--- src/rtl/axis_master_pkg.sv ---
// Shared types and default sizing for the multi-channel AXIS master mux.
// Latency: n/a (types, constants and a width helper only).
// Backpressure: n/a.
package axis_master_pkg;

    localparam int DEF_N_CH        = 4;
    localparam int DW              = 32;
    localparam int KW              = DW / 8;
    localparam int UW              = 2;
    localparam int DEF_DEPTH       = 8;
    localparam int DEF_RDY_TIMEOUT = 5;
    localparam int PTR_W           = $clog2(DEF_DEPTH) + 1;
    localparam int NORDY_W         = 8;

    // Channel-id width; a single channel still gets a 1-bit tid.
    function automatic int tid_w(input int n);
        return (n > 1) ? $clog2(n) : 1;
    endfunction

    localparam int TID_W = tid_w(DEF_N_CH);

`ifdef AXIS_MST_PKT_LOCK_EN
    typedef enum logic [1:0] {IDLE, SEND, LOCK} mux_state_e;
`else
    typedef enum logic [1:0] {IDLE, SEND} mux_state_e;
`endif

    typedef struct packed {
        logic [DW-1:0] data;
        logic [KW-1:0] strb;
        logic [KW-1:0] keep;
        logic [UW-1:0] user;
        logic          last;
    } beat_t;

endpackage

--- src/rtl/axis_master_mux_if.sv ---
// Bundle of backend-side and AXIS-side signals of the mux.
// Latency: n/a (wiring only).
// Backpressure: bk_ready per channel, axis_tready on the stream side.
interface axis_master_mux_if
    import axis_master_pkg::*;
#(
    parameter int N_CH = DEF_N_CH
);
    localparam int TW = tid_w(N_CH);

    logic [N_CH-1:0]    bk_valid;
    logic [N_CH-1:0]    bk_ready;
    logic [N_CH*DW-1:0] bk_data;
    logic [N_CH*KW-1:0] bk_tstrb;
    logic [N_CH*KW-1:0] bk_tkeep;
    logic [N_CH*UW-1:0] bk_user;
    logic [N_CH-1:0]    bk_last;
    logic [N_CH-1:0]    bk_clear;
    logic               bk_nordy;
    logic               axis_tvalid;
    logic [DW-1:0]      axis_tdata;
    logic [KW-1:0]      axis_tstrb;
    logic [KW-1:0]      axis_tkeep;
    logic [UW-1:0]      axis_tuser;
    logic [TW-1:0]      axis_tid;
    logic               axis_tlast;
    logic               axis_tready;

    // The mux itself: drives the AXIS stream and the backend ready lines.
    modport master (
        input  bk_valid, bk_data, bk_tstrb, bk_tkeep, bk_user, bk_last, bk_clear, axis_tready,
        output bk_ready, bk_nordy, axis_tvalid, axis_tdata, axis_tstrb, axis_tkeep,
               axis_tuser, axis_tid, axis_tlast
    );

    // The surroundings: backends plus the AXIS sink.
    modport slave (
        output bk_valid, bk_data, bk_tstrb, bk_tkeep, bk_user, bk_last, bk_clear, axis_tready,
        input  bk_ready, bk_nordy, axis_tvalid, axis_tdata, axis_tstrb, axis_tkeep,
               axis_tuser, axis_tid, axis_tlast
    );

endinterface

--- src/rtl/axis_mst_chan_fifo.sv ---
// Per-channel synchronous FIFO of beats; all DEPTH entries usable, synchronous clear.
// Latency: no fall-through; a beat written at edge N is readable after edge N.
// Backpressure: wr_rdy_o = !full & !clear from registered pointers, low while in/just out of reset.
module axis_mst_chan_fifo
    import axis_master_pkg::*;
#(
    parameter int DEPTH = DEF_DEPTH
) (
    input  logic  clk_i,
    input  logic  rst_n_i,
    input  logic  wr_vld_i,
    output logic  wr_rdy_o,
    input  beat_t wr_dat_i,
    input  logic  rd_en_i,
    output beat_t rd_dat_o,
    input  logic  clear_i,
    output logic  empty_o,
    output logic  full_o
);
    localparam int AW = $clog2(DEPTH);
    localparam int PW = AW + 1;
    localparam logic [PW-1:0] PONE = PW'(1);

    logic [PW-1:0] wr_ptr_q, wr_ptr_d;
    logic [PW-1:0] rd_ptr_q, rd_ptr_d;
    logic          en_q;
    beat_t         mem_q [DEPTH];
    logic          wr_fire, rd_fire;

    assign full_o   = (wr_ptr_q[AW] != rd_ptr_q[AW]) && (wr_ptr_q[AW-1:0] == rd_ptr_q[AW-1:0]);
    assign empty_o  = (wr_ptr_q == rd_ptr_q);
    // en_q keeps ready low during reset and for the first edge after release.
    assign wr_rdy_o = en_q && !full_o && !clear_i;
    assign wr_fire  = wr_vld_i && wr_rdy_o;
    assign rd_fire  = rd_en_i && !empty_o;
    assign rd_dat_o = mem_q[rd_ptr_q[AW-1:0]];

    // Pointer next state; clear wins over a read and blocks the write via wr_rdy_o.
    always_comb begin
        wr_ptr_d = wr_ptr_q;
        rd_ptr_d = rd_ptr_q;
        if (clear_i) begin
            wr_ptr_d = '0;
            rd_ptr_d = '0;
        end else begin
            if (wr_fire) wr_ptr_d = wr_ptr_q + PONE;
            if (rd_fire) rd_ptr_d = rd_ptr_q + PONE;
        end
    end

    // Pointer and enable registers.
    always_ff @(posedge clk_i or negedge rst_n_i) begin
        if (!rst_n_i) begin
            wr_ptr_q <= '0;
            rd_ptr_q <= '0;
            en_q     <= 1'b0;
        end else begin
            wr_ptr_q <= wr_ptr_d;
            rd_ptr_q <= rd_ptr_d;
            en_q     <= 1'b1;
        end
    end

    // Storage array; contents need no reset since the pointers gate visibility.
    always_ff @(posedge clk_i) begin
        if (wr_fire) mem_q[wr_ptr_q[AW-1:0]] <= wr_dat_i;
    end

endmodule

--- src/rtl/axis_master_mux.sv ---
// N_CH backend FIFOs drained round-robin into one registered AXIS output tagged with axis_tid.
// Latency: FIFO write at edge N reaches the output register at edge N+1 at the earliest; 1 beat/cycle.
// Backpressure: output held while tvalid & !tready; bk_nordy after RDY_TIMEOUT stalls; AXIS_MST_PKT_LOCK_EN keeps packets contiguous.
module axis_master_mux
    import axis_master_pkg::*;
#(
    parameter int N_CH        = DEF_N_CH,
    parameter int DEPTH       = DEF_DEPTH,
    parameter int RDY_TIMEOUT = DEF_RDY_TIMEOUT
) (
    input logic               axi_aclk,
    input logic               axi_aresetn,
    axis_master_mux_if.master bus
);
    localparam int TW = tid_w(N_CH);

    beat_t           fifo_dat [N_CH];
    logic [N_CH-1:0] empty, full, rd_en, elig, wr_rdy;
    logic            gnt_vld, load;
    logic [TW-1:0]   gnt;
    logic [TW-1:0]   rr_q, rr_d;
    beat_t           beat_q, beat_d;
    logic [TW-1:0]   tid_q, tid_d;
    logic            tvalid_q, tvalid_d;
    logic [NORDY_W-1:0] cnt_q, cnt_d;
    mux_state_e      state_q, state_d, load_state;
`ifdef AXIS_MST_PKT_LOCK_EN
    logic [TW-1:0]   lock_ch_q;
`endif

    for (genvar c = 0; c < N_CH; c++) begin : g_ch
        beat_t wr_beat;
        assign wr_beat = '{data: bus.bk_data[c*DW +: DW],
                           strb: bus.bk_tstrb[c*KW +: KW],
                           keep: bus.bk_tkeep[c*KW +: KW],
                           user: bus.bk_user[c*UW +: UW],
                           last: bus.bk_last[c]};
        assign rd_en[c] = load && (gnt == TW'(c));

        axis_mst_chan_fifo #(.DEPTH(DEPTH)) u_fifo (
            .clk_i    (axi_aclk),
            .rst_n_i  (axi_aresetn),
            .wr_vld_i (bus.bk_valid[c]),
            .wr_rdy_o (wr_rdy[c]),
            .wr_dat_i (wr_beat),
            .rd_en_i  (rd_en[c]),
            .rd_dat_o (fifo_dat[c]),
            .clear_i  (bus.bk_clear[c]),
            .empty_o  (empty[c]),
            .full_o   (full[c])
        );

        a_full_blocks_wr: assert property (@(posedge axi_aclk) disable iff (!axi_aresetn)
            full[c] |-> !wr_rdy[c]);
    end

    assign bus.bk_ready = wr_rdy;

    // Eligibility: non-empty, not being flushed, and (when locked) the locked channel only.
    always_comb begin
        elig = '0;
        for (int c = 0; c < N_CH; c++) begin
            elig[c] = !empty[c] && !bus.bk_clear[c];
`ifdef AXIS_MST_PKT_LOCK_EN
            if (state_q == LOCK && lock_ch_q != TW'(c)) elig[c] = 1'b0;
`endif
        end
    end

    // Round-robin search; rr_q holds the channel after the last grant (0 after reset).
    always_comb begin
        int idx;
        gnt_vld = 1'b0;
        gnt     = '0;
        idx     = 0;
        for (int k = 0; k < N_CH; k++) begin
            idx = int'(rr_q) + k;
            if (idx >= N_CH) idx = idx - N_CH;
            if (!gnt_vld && elig[idx]) begin
                gnt_vld = 1'b1;
                gnt     = TW'(idx);
            end
        end
    end

    assign load = (!tvalid_q || bus.axis_tready) && gnt_vld;

    // Output register, rr pointer and stall counter next state.
    always_comb begin
        beat_d   = beat_q;
        tid_d    = tid_q;
        tvalid_d = tvalid_q;
        rr_d     = rr_q;
        if (load) begin
            beat_d   = fifo_dat[gnt];
            tid_d    = gnt;
            tvalid_d = 1'b1;
            rr_d     = (gnt == TW'(N_CH - 1)) ? '0 : gnt + TW'(1);
        end else if (bus.axis_tready) begin
            tvalid_d = 1'b0;
        end
        if (tvalid_q && !bus.axis_tready)
            cnt_d = (cnt_q == {NORDY_W{1'b1}}) ? cnt_q : cnt_q + NORDY_W'(1);
        else
            cnt_d = '0;
    end

    // FSM next state: SEND while a beat is held, LOCK while a packet is open.
    always_comb begin
`ifdef AXIS_MST_PKT_LOCK_EN
        load_state = fifo_dat[gnt].last ? SEND : LOCK;
`else
        load_state = SEND;
`endif
        state_d = state_q;
        case (state_q)
            IDLE: if (load) state_d = load_state;
            SEND: begin
                if (load)                  state_d = load_state;
                else if (bus.axis_tready)  state_d = IDLE;
            end
`ifdef AXIS_MST_PKT_LOCK_EN
            LOCK: begin
                if (bus.bk_clear[lock_ch_q])          state_d = tvalid_d ? SEND : IDLE;
                else if (load && fifo_dat[gnt].last)  state_d = SEND;
            end
`endif
            default: state_d = IDLE;
        endcase
    end

    // State, output register, rr pointer and stall counter.
    always_ff @(posedge axi_aclk or negedge axi_aresetn) begin
        if (!axi_aresetn) begin
            state_q  <= IDLE;
            beat_q   <= '0;
            tid_q    <= '0;
            tvalid_q <= 1'b0;
            rr_q     <= '0;
            cnt_q    <= '0;
        end else begin
            state_q  <= state_d;
            beat_q   <= beat_d;
            tid_q    <= tid_d;
            tvalid_q <= tvalid_d;
            rr_q     <= rr_d;
            cnt_q    <= cnt_d;
        end
    end

`ifdef AXIS_MST_PKT_LOCK_EN
    // Remember which channel opened the current packet.
    always_ff @(posedge axi_aclk or negedge axi_aresetn) begin
        if (!axi_aresetn)  lock_ch_q <= '0;
        else if (load)     lock_ch_q <= gnt;
    end
`endif

    assign bus.axis_tvalid = tvalid_q;
    assign bus.axis_tdata  = beat_q.data;
    assign bus.axis_tstrb  = beat_q.strb;
    assign bus.axis_tkeep  = beat_q.keep;
    assign bus.axis_tuser  = beat_q.user;
    assign bus.axis_tlast  = beat_q.last;
    assign bus.axis_tid    = tid_q;
    assign bus.bk_nordy    = (cnt_q >= NORDY_W'(RDY_TIMEOUT));

endmodule

--- src/flat_wrapper.sv ---
// flat-port wrapper written by rule: the top's interface ports become plain ports
module axis_master_mux_flat import axis_master_pkg::*;
#(
    parameter int N_CH        = DEF_N_CH,
    parameter int DEPTH       = DEF_DEPTH,
    parameter int RDY_TIMEOUT = DEF_RDY_TIMEOUT
)
  (axi_aclk, axi_aresetn, bus_bk_valid, bus_bk_data, bus_bk_tstrb, bus_bk_tkeep, bus_bk_user, bus_bk_last, bus_bk_clear, bus_axis_tready, bus_bk_ready, bus_bk_nordy, bus_axis_tvalid, bus_axis_tdata, bus_axis_tstrb, bus_axis_tkeep, bus_axis_tuser, bus_axis_tid, bus_axis_tlast);
  axis_master_mux_if #(.N_CH(N_CH)) bus_i ();
  input logic axi_aclk;
  input logic axi_aresetn;
  input wire logic [$bits(bus_i.bk_valid)-1:0] bus_bk_valid;
  input wire logic [$bits(bus_i.bk_data)-1:0] bus_bk_data;
  input wire logic [$bits(bus_i.bk_tstrb)-1:0] bus_bk_tstrb;
  input wire logic [$bits(bus_i.bk_tkeep)-1:0] bus_bk_tkeep;
  input wire logic [$bits(bus_i.bk_user)-1:0] bus_bk_user;
  input wire logic [$bits(bus_i.bk_last)-1:0] bus_bk_last;
  input wire logic [$bits(bus_i.bk_clear)-1:0] bus_bk_clear;
  input wire logic [$bits(bus_i.axis_tready)-1:0] bus_axis_tready;
  output wire logic [$bits(bus_i.bk_ready)-1:0] bus_bk_ready;
  output wire logic [$bits(bus_i.bk_nordy)-1:0] bus_bk_nordy;
  output wire logic [$bits(bus_i.axis_tvalid)-1:0] bus_axis_tvalid;
  output wire logic [$bits(bus_i.axis_tdata)-1:0] bus_axis_tdata;
  output wire logic [$bits(bus_i.axis_tstrb)-1:0] bus_axis_tstrb;
  output wire logic [$bits(bus_i.axis_tkeep)-1:0] bus_axis_tkeep;
  output wire logic [$bits(bus_i.axis_tuser)-1:0] bus_axis_tuser;
  output wire logic [$bits(bus_i.axis_tid)-1:0] bus_axis_tid;
  output wire logic [$bits(bus_i.axis_tlast)-1:0] bus_axis_tlast;
  assign bus_i.bk_valid = bus_bk_valid;
  assign bus_i.bk_data = bus_bk_data;
  assign bus_i.bk_tstrb = bus_bk_tstrb;
  assign bus_i.bk_tkeep = bus_bk_tkeep;
  assign bus_i.bk_user = bus_bk_user;
  assign bus_i.bk_last = bus_bk_last;
  assign bus_i.bk_clear = bus_bk_clear;
  assign bus_i.axis_tready = bus_axis_tready;
  assign bus_bk_ready = bus_i.bk_ready;
  assign bus_bk_nordy = bus_i.bk_nordy;
  assign bus_axis_tvalid = bus_i.axis_tvalid;
  assign bus_axis_tdata = bus_i.axis_tdata;
  assign bus_axis_tstrb = bus_i.axis_tstrb;
  assign bus_axis_tkeep = bus_i.axis_tkeep;
  assign bus_axis_tuser = bus_i.axis_tuser;
  assign bus_axis_tid = bus_i.axis_tid;
  assign bus_axis_tlast = bus_i.axis_tlast;
  axis_master_mux #(.N_CH(N_CH), .DEPTH(DEPTH), .RDY_TIMEOUT(RDY_TIMEOUT)) u_core (.axi_aclk(axi_aclk), .axi_aresetn(axi_aresetn), .bus(bus_i));
endmodule
--- config.mk ---
export PLATFORM = sky130hd
export DESIGN_NAME = axis_master_mux_flat
export DESIGN_NICKNAME = d
export VERILOG_FILES = /design/src/rtl/axis_master_pkg.sv /design/src/rtl/axis_master_mux_if.sv /design/src/rtl/axis_mst_chan_fifo.sv /design/src/rtl/axis_master_mux.sv /design/src/flat_wrapper.sv
export SDC_FILE = /design/constraint.sdc
export NUM_CORES = 1
export LEC_CHECK = 0
export ABC_AREA = 1
export CAP_MARGIN = 5
export CELL_PAD_IN_SITES_DETAIL_PLACEMENT = 0
export CELL_PAD_IN_SITES_GLOBAL_PLACEMENT = 2
export CORE_UTILIZATION = 45
export CTS_BUF_LIST = sky130_fd_sc_hd__clkbuf_16
export CTS_CLUSTER_DIAMETER = 50
export DETAILED_ROUTE_END_ITERATION = 8
export GPL_TIMING_DRIVEN = 1
export HOLD_SLACK_MARGIN = 0.15
export PLACE_DENSITY_LB_ADDON = 0.12
export SLEW_MARGIN = 5
export SYNTH_ARGS = -nofsm -noshare
export SYNTH_HDL_FRONTEND = slang
export SYNTH_HIERARCHICAL = 1
export SYNTH_SLANG_ARGS = --single-unit
--- constraint.sdc ---
create_clock -name axi_aclk -period 6.8 [get_ports axi_aclk]
set_input_delay 1.7 -clock axi_aclk [delete_from_list [all_inputs] [get_ports axi_aclk]]
set_output_delay 1.7 -clock axi_aclk [all_outputs]
set_load 0.02 [all_outputs]
==> impl_metrics.yaml, run 1 <==
floorplanning:
  io_pins: 234
  fp.dieH_um: 366
  start_util_pct: 45.4
  fp.dieW_um: 366
  core_region_area_um2: 132000
  die_area_um2: 134000
  rows: 133
outcome:
  status: "finished clean"
grt:
  antenna_found_initial: 18
  grt.total_usage_pct: 26.0
  grt_pass1_wl_mm: 255
  grt_pass1_vias: 36287
  grt_max_degree: 176
  grt-ovfl-total: 0
timing:
  post-route-min-period_ps: 5110
  rsz0062_at_grt: "no"
  max_slew_margin_pct: 19.2
  fin_crit_sh_pct: 75.1
  fmax_mhz: 196
  hold_viol: 0
  final.setup.tns_ps: 0
  worst_pin_slew_ps: 1210
  setup_viol: 0
  setup_ws_ps: 1690
  finClkSkew_ps: 23.0
  drv_slew: 0
drt:
  top_layer: "met5"
  drc: 0
  ant_nets: 0
  drt-initial-drc-count: 3413
  vias: 38851
  wl_met3_mm: 11.0
  first_pass_iters: 5
  drt-wirelength-per-cell_um: 25.1
  vias_per_cell: 5.57
  met2WireLength_mm: 81.6
  wirelength_mm: 175
  wl_met1_mm: 78.9
layout:
  drive_gt1_share_pct: 8.07
  layout_commonest_cell: "edfxtp_1"
  area_growth_pct: 15.3
  finalNetCount: 5268
  final_area_um2: 68900
  layout_common_cells: "1,376 x edfxtp_1, 823 x nand2_1, 757 x nor2_1"
clocking:
  clkTransAtPathRegs_ps: 50
  cts_root_buffer: "clkbuf_16"
  clockBufferDepth: 3
  cts_inserted_buffers: 168
  insertion_delay_ps: 790
  post_cts_resized: 0
  cts_tree: "built"
  htreeDepth: 4
  cts_hold_buf: 0
  post-cts-setup-buffer-count: 0
  clock_sinks: 1468
setup_path:
  startpoint_type: "primary input"
  end_kind: "output port"
  worstPathMaxFanout: 6
  criticalPathCategory: "primary input to output port"
  cp_slowest_cell: "clkdlybuf4s50_1"
  crit_chain: "clkdlybuf4s50_1 -> nor2_1 -> nand2_1 -> inv_1 -> clkdlybuf4s50_1"
  crit_path_frequent_cell: "clkdlybuf4s50_1"
  reg2reg_depth: 19
  crit_arrival_ps: 3410
  max_stage_delay_ps: 600
  required_ps: 5100
pwr:
  p_leak_nw: 24.3
  power_density_nw_per_um2: 346
  vdd_drop_max_mv: 0.419
placement:
  place_area_um2: 63500
  gp_congestion: 0.821
  hpwl_mm: 103
  dpl_worst_slack_ps: 1620
  io_buffers: 233
yosys:
  yosys_warnings: 6
  syn_area_um2: 59700
  synthCells: 4910
  syn_area_per_cell_um2: 12.2
  synthesis.nets: 5104
min_path:
  whs_path_depth: 2
  min_path_type: "register to register"
run:
  maxCapViolations: 0
[critical path: cells and delay by family]
family | cells | cell delay, ps
buffers and inverters | 3 | 1150
AND/OR/NAND/NOR | 2 | 550
[area by class of cell]
class,count,area [um^2]
Antenna cell,7,17.5
Clock buffer,174,4350
Clock inverter,137,953
Fill cell,11333,62800
Inverter,83,324
Multi-Input combinational cell,3032,14300
Sequential cell,1468,43600
Tap cell,1755,2200
Timing Repair Buffer,321,3030
[path summary, 6_finish.rpt]
path,from,to,slack [ps]
worst min register to register,u_core/bus.axis_tdata[4]$_DFFE_PN0P_,u_core/bus.axis_tdata[4]$_DFFE_PN0P_,480
max in group asynchronous,axi_aresetn,u_core/g_ch[0].u_fifo/rd_ptr_q[0]$_DFFE_PN0P_,4490
worst max-delay path,bus_bk_clear[2],bus_bk_ready[2],1690
worst max register to register,u_core/g_ch[0].u_fifo/rd_ptr_q[0]$_DFFE_PN0P_,u_core/g_ch[2].u_fifo/rd_ptr_q[2]$_DFFE_PN0P_,2220
min in group asynchronous,axi_aresetn,u_core/g_ch[1].u_fifo/wr_ptr_q[2]$_DFFE_PN0P_,960
worst min-delay path,u_core/bus.axis_tdata[4]$_DFFE_PN0P_,u_core/bus.axis_tdata[4]$_DFFE_PN0P_,480
[metrics by stage]
stage	util (%)	hold slack (ps)	total power [mW]	cells
2_1_floorplan	-	465	13.6	4910
3_3_place_gp	48.3	465	15.4	6659
3_5_place_dp	48.3	464	15.4	6659
4_1_cts	52.3	489	24.0	6970
5_1_grt	52.3	496	24.8	6972
6_report	52.3	484	23.8	6977
[routing by layer]
layer | vias up | global-route usage [%]
li1 | 18121 | -
met1 | 19449 | 37.0
met2 | 1025 | 40.7
met3 | 228 | 5.55
met4 | 28 | 6.73
met5 | - | 0
[report_power, final]
part | internal, mW | switching [mW] | total (mW)
registers | 10.1 | 0.269 | 10.4
clock network | 4.99 | 3.60 | 8.59
logic | 1.37 | 3.51 | 4.87
[flip-flops by register name (all words and copies together) (netlist names)]
signal / flops
u_core/g_ch.u_fifo/mem_q: 1376
u_core/bus.axis_tdata: 32
u_core/g_ch.u_fifo/rd_ptr_q: 16
u_core/g_ch.u_fifo/wr_ptr_q: 16
u_core/cnt_q: 8
u_core/bus.axis_tkeep: 4
u_core/bus.axis_tstrb: 4
u_core/g_ch.u_fifo/en_q: 4
u_core/bus.axis_tid: 2
u_core/bus.axis_tuser: 2
u_core/rr_q: 2
u_core/bus.axis_tlast: 1
u_core/bus.axis_tvalid: 1
No activity file was read; power rests on OpenSTA's default activity.
==> run 2, diff against run 1 <==
- CORE_UTILIZATION: 45 -> 42
- clock period: 6.8 -> 5.3 ns (I/O delays scaled with it)
==> run 2 against run 1 <==
Effect of this change:
- clock skew up 9.0 ps
- final cell count increased by 1.8%
- global-route usage down 1.3 points
- die area up 7.1%
- via count fell by 0.84%
- worst hold slack lost 9.0 ps
- clock power grew 29%
- largest cell class unchanged
- core utilization fell by 3.0 points
- largest power group unchanged
==> impl_metrics.yaml, run 2 (synthesis gave the netlist of run 1 again) <==
floorplanning:
  core_region_area_um2: 140000
  fp.dieH_um: 379
  io_pins: 234
  fp.dieW_um: 379
  rows: 137
  die_area_um2: 144000
  start_util_pct: 42.6
timing:
  setup_viol: 0
  rsz0062_at_grt: "no"
  worst_pin_slew_ps: 1170
  finClkSkew_ps: 32.0
  max_slew_margin_pct: 21.7
  holdWs_ps: 475
  hold_viol: 0
  final.setup.tns_ps: 0
  fin_crit_sh_pct: 82.7
  post-route-min-period_ps: 4380
  drv_slew: 0
  fmax_mhz: 228
setup_path:
  end_kind: "output port"
  cp_slowest_cell: "clkdlybuf4s50_1"
  reg2reg_setup_slack_ps: 1140
  startpoint_type: "primary input"
  crit_path_frequent_cell: "clkdlybuf4s50_1"
  path_delay_family: "buffers and inverters"
  worstPathMaxFanout: 6
  crit_chain: "clkdlybuf4s50_1 -> nor2_1 -> nand2_1 -> inv_1 -> clkdlybuf4s50_1"
  required_ps: 3970
  path_buf_inv: 3
  criticalPathCategory: "primary input to output port"
  max_stage_delay_ps: 590
  crit_arrival_ps: 3060
grt:
  antenna_found_initial: 37
  grt.total_usage_pct: 24.7
  grt_max_degree: 174
  grt_pass1_wl_mm: 255
  grt-ovfl-total: 0
  grt_pass1_vias: 36144
layout:
  layout_common_cells: "1,376 x edfxtp_1, 823 x nand2_1, 757 x nor2_1"
  final_cells: 7104
  layout_commonest_cell: "edfxtp_1"
  largest_register_ffs: 1376
  area_growth_pct: 15.8
  drive_gt1_share_pct: 8.31
  finalNetCount: 5273
  fill_cells: 12519
  final_area_um2: 69200
clocking:
  clkTransAtPathRegs_ps: 50
  insertion_delay_ps: 800
  cts_root_buffer: "clkbuf_16"
  clock_sinks: 1468
  post_cts_resized: 0
  cts_hold_buf: 0
  post-cts-setup-buffer-count: 0
  cts_tree: "built"
  cts_inserted_buffers: 171
  htreeDepth: 4
  clockBufferDepth: 3
pwr:
  vdd_drop_max_mv: 0.542
  p_seq_share_pct: 43.3
  p_comb_share_pct: 20.6
  finalPower_mw: 30.7
  pwr-share-clk_pct: 36.0
  p_switching_mw: 9.60
  power_density_nw_per_um2: 444
  p_leak_nw: 24.3
  power.internal_mw: 21.1
  swShare_pct: 31.2
drt:
  vias: 38526
  drt-initial-drc-count: 3375
  vias_per_cell: 5.42
  ant_nets: 0
  wirelength_mm: 177
  drc: 0
  first_pass_iters: 5
  drt-wirelength-per-cell_um: 24.9
placement:
  gp_congestion: 0.822
  hpwl_mm: 102
  place_area_um2: 63800
  place_inst: 6782
  io_buffers: 233
min_path:
  min_path_type: "register to register"
run:
  maxCapViolations: 0
outcome:
  status: "finished clean"
[run 2: cell types whose count changed in the layout (fill, tap and decap cells not counted), moves of 2 or more]
cell / delta
buf_12: +8
buf_4: -6
clkbuf_16: -3
clkinv_1: -6
clkinv_2: +6
clkinv_4: -5
clkinv_8: +4
clkinvlp_4: +3
inv_6: +4
inv_8: +2
[run 2: through the flow]
step                      setup WS (ps)  utilization, %
after floorplan                     200               -
after global routing                816            49.3
final                               920            49.3
after global placement              723            45.5
after detailed placement            706            45.5
after CTS                           949            49.3
[run 2: area by class of cell]
type	instances	area, um^2	area share [%]
Clock inverter	145	1070	1.55
Timing Repair Buffer	323	3140	4.54
Inverter	83	324	0.469
Sequential cell	1468	43600	63.1
Antenna cell	6	15.0	0.0217
Clock buffer	171	4280	6.19
Tap cell	1876	2350	3.39
Multi-Input combinational cell	3032	14300	20.7
[run 2: per-layer routing]
layer / GRT usage (%) / share of wire, % / up-vias
li1: - / - / 18144
met1: 34.6 / 45 / 19154
met2: 38.8 / 47 / 942
met3: 5.74 / 6.6 / 246
met4: 5.74 / 1.7 / 40
met5: 0 / 0.14 / -
[run 2: worst reg2reg max path: stages, from the launching register on]
cell     delay, ps
dfrtp_2        810
inv_2           80
nand2_1         80
nand2_1         90
nand2_1         90
nor2_2          40
nand2_2        110
inv_1           50
nor2_1         500
nand2_1        210
nand2_1        170
nand2_1         70
nand2_1         70
nand2_2         70
nand2_1        100
nand2_4        230
nand3_4        190
nand2_1        140
nor2_1         590
nand2_2        170
nand3_1        110
nand2_1         60
[run 2: path summary, 6_finish.rpt]
kind	from	to	cells after the start
min in group asynchronous	axi_aresetn	u_core/g_ch[1].u_fifo/rd_ptr_q[0]$_DFFE_PN0P_	1
max reg2reg	u_core/g_ch[3].u_fifo/rd_ptr_q[1]$_DFFE_PN0P_	u_core/g_ch[0].u_fifo/rd_ptr_q[0]$_DFFE_PN0P_	21
max in group asynchronous	axi_aresetn	u_core/g_ch[0].u_fifo/rd_ptr_q[0]$_DFFE_PN0P_	2
min reg2reg	u_core/bus.axis_tkeep[3]$_DFFE_PN0P_	u_core/bus.axis_tkeep[3]$_DFFE_PN0P_	2
max	bus_bk_clear[3]	bus_bk_ready[3]	5
min	u_core/bus.axis_tkeep[3]$_DFFE_PN0P_	u_core/bus.axis_tkeep[3]$_DFFE_PN0P_	2
[run 2: power by group through the flow]
stage	logic, mW	registers [mW]	clock network, mW
global placement	6.26	13.6	0
CTS	6.34	13.3	11.3
finish	6.34	13.3	11.1
global route	6.94	13.3	11.8
detailed placement	6.32	13.6	0
floorplan	3.87	13.6	0
